## src/rtl/rr_arbiter.sv

```systemverilog
// Round-robin arbiter with registered one-hot grant, held until the owner drops its request.
// Optional forced release after MAX_HOLD grant cycles when ARB_TIMEOUT_EN is defined.
//
// state | meaning
// IDLE  | no grant active, scan req from ptr each edge
// GRANT | gnt_id owns the resource until it drops req (or is forced off)
module rr_arbiter #(
   parameter int N        = 4,
   parameter int ID_W     = 2,
   parameter int MAX_HOLD = 8
) (
   input  logic            clk,
   input  logic            rst,
   input  logic [N-1:0]    req,
   output logic [N-1:0]    gnt,
   output logic [ID_W-1:0] gnt_id,
   output logic            gnt_valid,
   output logic            timeout
);

   localparam logic [0:0] IDLE  = 1'b0;
   localparam logic [0:0] GRANT = 1'b1;

   logic [0:0]      state;
   logic [ID_W-1:0] ptr;
   logic [ID_W-1:0] next_ptr;
   logic [ID_W-1:0] scan_base;
   logic [N-1:0]    rot;
   logic [ID_W-1:0] win_id;
   logic            win_found;
   logic [N-1:0]    win_onehot;
   logic            cur_req;
   logic            force_rel;
   logic            drop;

   assign next_ptr  = (gnt_id == ID_W'(N - 1)) ? '0 : gnt_id + 1'b1;
   assign scan_base = (state == GRANT) ? next_ptr : ptr;
   assign cur_req   = req[gnt_id];
   assign drop      = (state == GRANT) && (!cur_req || force_rel);
   assign gnt_valid = |gnt;

   // Rotate so bit 0 is the scan start; first set bit wins, wrap is modulo N.
   always_comb begin
      int sum;
      sum        = 0;
      win_found  = 1'b0;
      win_id     = '0;
      rot        = N'({req, req} >> scan_base);
      for (int k = 0; k < N; k++) begin
         if (!win_found && rot[k]) begin
            win_found = 1'b1;
            sum       = int'(scan_base) + k;
            if (sum >= N) sum = sum - N;
            win_id    = ID_W'(sum);
         end
      end
      win_onehot = N'(1) << win_id;
   end

`ifdef ARB_TIMEOUT_EN
   localparam logic [7:0] HOLD_LAST = 8'(MAX_HOLD - 1);
   logic [7:0] hold_cnt;

   assign force_rel = cur_req && (hold_cnt == HOLD_LAST);

   always_ff @(posedge clk or posedge rst) begin
      if (rst) begin
         hold_cnt <= '0;
         timeout  <= 1'b0;
      end else begin
         timeout <= (state == GRANT) && force_rel;
         if ((state == IDLE) || drop) hold_cnt <= '0;
         else                         hold_cnt <= hold_cnt + 8'd1;
      end
   end
`else
   assign force_rel = 1'b0;
   assign timeout   = 1'b0;
`endif

   always_ff @(posedge clk or posedge rst) begin
      if (rst) begin
         state  <= IDLE;
         ptr    <= '0;
         gnt    <= '0;
         gnt_id <= '0;
      end else begin
         case (state)
            IDLE: begin
               if (win_found) begin
                  gnt    <= win_onehot;
                  gnt_id <= win_id;
                  state  <= GRANT;
               end
            end
            GRANT: begin
               if (drop) begin
                  ptr <= next_ptr;
                  if (win_found) begin
                     gnt    <= win_onehot;
                     gnt_id <= win_id;
                  end else begin
                     gnt   <= '0;
                     state <= IDLE;
                  end
               end
            end
            default: begin
               state <= IDLE;
               gnt   <= '0;
            end
         endcase
      end
   end

endmodule

```

## config.mk

```make
export PLATFORM = sky130hd
export DESIGN_NAME = rr_arbiter
export DESIGN_NICKNAME = d
export VERILOG_FILES = /design/src/rtl/rr_arbiter.sv
export SDC_FILE = /design/constraint.sdc
export NUM_CORES = 1
export LEC_CHECK = 0
export ABC_AREA = 1
export CAP_MARGIN = 30
export CORE_MARGIN = 4
export CORE_UTILIZATION = 51
export CTS_CLUSTER_DIAMETER = 100
export DETAILED_ROUTE_END_ITERATION = 8
export PLACE_DENSITY_LB_ADDON = 0.15
export RECOVER_POWER = 25
export SKIP_CTS_REPAIR_TIMING = 1
export SLEW_MARGIN = 30
export SYNTH_ARGS = -nofsm -noshare
export SYNTH_HDL_FRONTEND = slang
export SYNTH_SLANG_ARGS = --single-unit
```

## constraint.sdc

```tcl
create_clock -name clk -period 2.68 [get_ports clk]
set_input_delay 0.536 -clock clk [delete_from_list [all_inputs] [get_ports clk]]
set_output_delay 0.536 -clock clk [all_outputs]
set_load 0.03 [all_outputs]
```

==> impl_metrics.env <==
export IMPL_arrival_ns=1.78
export IMPL_status="completed"
export IMPL_pre_cts_slack_ns=0.562
export IMPL_synth_area_sq_um=803
export IMPL_ys_seq_elements=9
export IMPL_finClkSkew_ns=0.00136
export IMPL_hold_class="flip-flop to flip-flop"
export IMPL_drtIter0Drc=17
export IMPL_path_cells="or4_1 -> clkdlybuf4s50_1"
export IMPL_finalHoldViolations=0
export IMPL_critPathTopFamily="buffers and inverters"
export IMPL_ctsLongestPathBuffers=2
export IMPL_cts_root_buf="clkbuf_4"
export IMPL_cts_buffers=3
export IMPL_maxCapViolCount=0
export IMPL_start_util_pct=53.9
export IMPL_timing_final_crit_share_pct=86.4
export IMPL_dieWidth_microns=47.7
export IMPL_route_detailed_drc=0
export IMPL_drive_gt1_share_pct=17.2
export IMPL_grt_use_total_pct=18.1
export IMPL_placedInstanceArea_sq_um=936
export IMPL_ys_warn_count=0
export IMPL_required_ns=2.14
export IMPL_post_route_min_period_ns=2.32
export IMPL_cp_end_kind="primary output"
export IMPL_htreeDepth=1
export IMPL_finalSetupViolations=0
export IMPL_dp_hpwl_microns=1360
export IMPL_vias=812
export IMPL_synthCells=119
export IMPL_io_buffer_count=12
export IMPL_die_area_sq_mm=0.00227
export IMPL_final_cell_area_sq_um=962
export IMPL_cts_sinks=9
export IMPL_whs_ns=0.501
export IMPL_vias_per_cell=5.41
export IMPL_cp_start_kind="flip-flop"
export IMPL_slowest_stage="clkdlybuf4s50_1"
export IMPL_synth_top_area_share_pct=28.0
export IMPL_first_pass_iters=4
export IMPL_fillCellCount=129
export IMPL_crit_buf_inv=1
export IMPL_clk_latency_ns=0.26
export IMPL_layout_common_cells="32 x nand2_1, 28 x nand3_1, 11 x inv_1, 11 x clkdlybuf4s50_1, 9 x dfrtp_1"
export IMPL_syn_avg_cell_area_sq_um=6.75
export IMPL_syn_to_final_growth_pct=19.8
export IMPL_drt_total_wl_microns=1770
export IMPL_cp_max_fo=3
export IMPL_fin_ws_ns=0.365
export IMPL_grt_first_pass_wirelength_microns=2920
export IMPL_finalSetupTns_ns=0
export IMPL_cts_clk_slew_worst_paths_ns=0.06
export IMPL_r2r_setup_slack_ns=0.55
export IMPL_final_common_cell="nand2_1"
export IMPL_antennaDiodeCount=0
export IMPL_gp_congestion=0.903
export IMPL_antenna_found_initial=0
export IMPL_crit_type="flip-flop to primary output"
export IMPL_slew_viol_final=0
export IMPL_core_area_sq_mm=0.00149
export IMPL_synthesis_nets=126
export IMPL_cts_tree="done"
export IMPL_grt_pass1_vias=711
export IMPL_fin_nets=142
export IMPL_synth_largest_area_cell="dfrtp_1"
export IMPL_grt_overflow=0
export IMPL_ant_nets=0
export IMPL_wl_per_cell_microns=11.8
export IMPL_yosysSeqAreaShare_pct=28.0
export IMPL_core_rowCount=14
export IMPL_synth_area_leaders="dfrtp_1 28%, nand3_1 17%, nand2_1 15%"
export IMPL_rsz0062_at_grt="no"
export IMPL_fmax_mhz=432
export IMPL_synth_cell_types=28
export IMPL_slowest_delay_ns=0.60
export IMPL_die_h_microns=47.7
export IMPL_grt_max_degree=11
export IMPL_ios=14
-- metal layers --
| metal | vias up | wire, microns | global-route usage (%) |
|---|---|---|---|
| met3 | 5 | 47 | 3.76 |
| li1 | 425 | - | - |
| met1 | 368 | 863 | 24.6 |
| met4 | 0 | 31 | 8.06 |
| met5 | - | 0 | 0 |
| met2 | 14 | 823 | 27.7 |
-- synthesized netlist by cell type, drive strengths merged --
cell,number
nand3b,2
conb,1
inv,14
dfrtp,9
or2,1
ha,1
or4,1
xor2,1
nand3,29
a21oi,3
o21a,1
buf,1
nor2,5
nand2,41
o21ai,7
clkinv,1
nand4,1
-- metrics by stage --
step	instances	util (%)
floorplan	119	-
global placement	146	62.9
detailed placement	146	62.9
CTS	150	64.6
global route	150	64.6
finish	150	64.6
-- worst paths after layout --
| check | from | depth (start not counted) | end |
|---|---|---|---|
| max in group asynchronous | rst | 2 | gnt[1] |
| max | gnt[3] | 2 | gnt_valid |
| min in group asynchronous | rst | 2 | gnt_id[1] |
| max reg2reg | gnt_id[0] | 12 | gnt[2] |
| min | gnt[2] | 2 | gnt[2] |
| min reg2reg | gnt[2] | 2 | gnt[2] |
-- worst reg2reg max path, delay by kind of cell (launching register included) --
family,cells,cell delay (ns)
simple gates,8,0.75
flops,1,0.48
fa+ha+maj,1,0.33
compound gates,1,0.32
buf+inv,2,0.16
-- kinds of logic after synthesis --
| family | count (synthesis) | share of synthesized area (%) |
|---|---|---|
| buffers and inverters | 16 | 8.41 |
| XOR/XNOR | 1 | 1.09 |
| other | 1 | 0.467 |
| flip-flops | 9 | 28.0 |
| AND/OR/NAND/NOR | 80 | 51.4 |
| AO/OA/AOI/OAI | 11 | 9.03 |
| adder cells (fa/ha/maj) | 1 | 1.56 |
-- flip-flops by register name (all words and copies together) (netlist names) --
name    count
ptr         2
gnt_id      2
gnt         4
state       1
-- area by class of cell --
cell class / count / area, sq um / share of cell area [%]
multi-input cells: 94 / 510 / 53.1
inverters: 15 / 60.1 / 6.24
clock buffers: 4 / 26.3 / 2.73
repair buffers: 12 / 120 / 12.5
flip-flops and latches: 9 / 225 / 23.4
well taps: 16 / 20.0 / 2.08
Power is not shown: default switching activity piles up to over one toggle a cycle in this logic, so the estimate is an artifact.
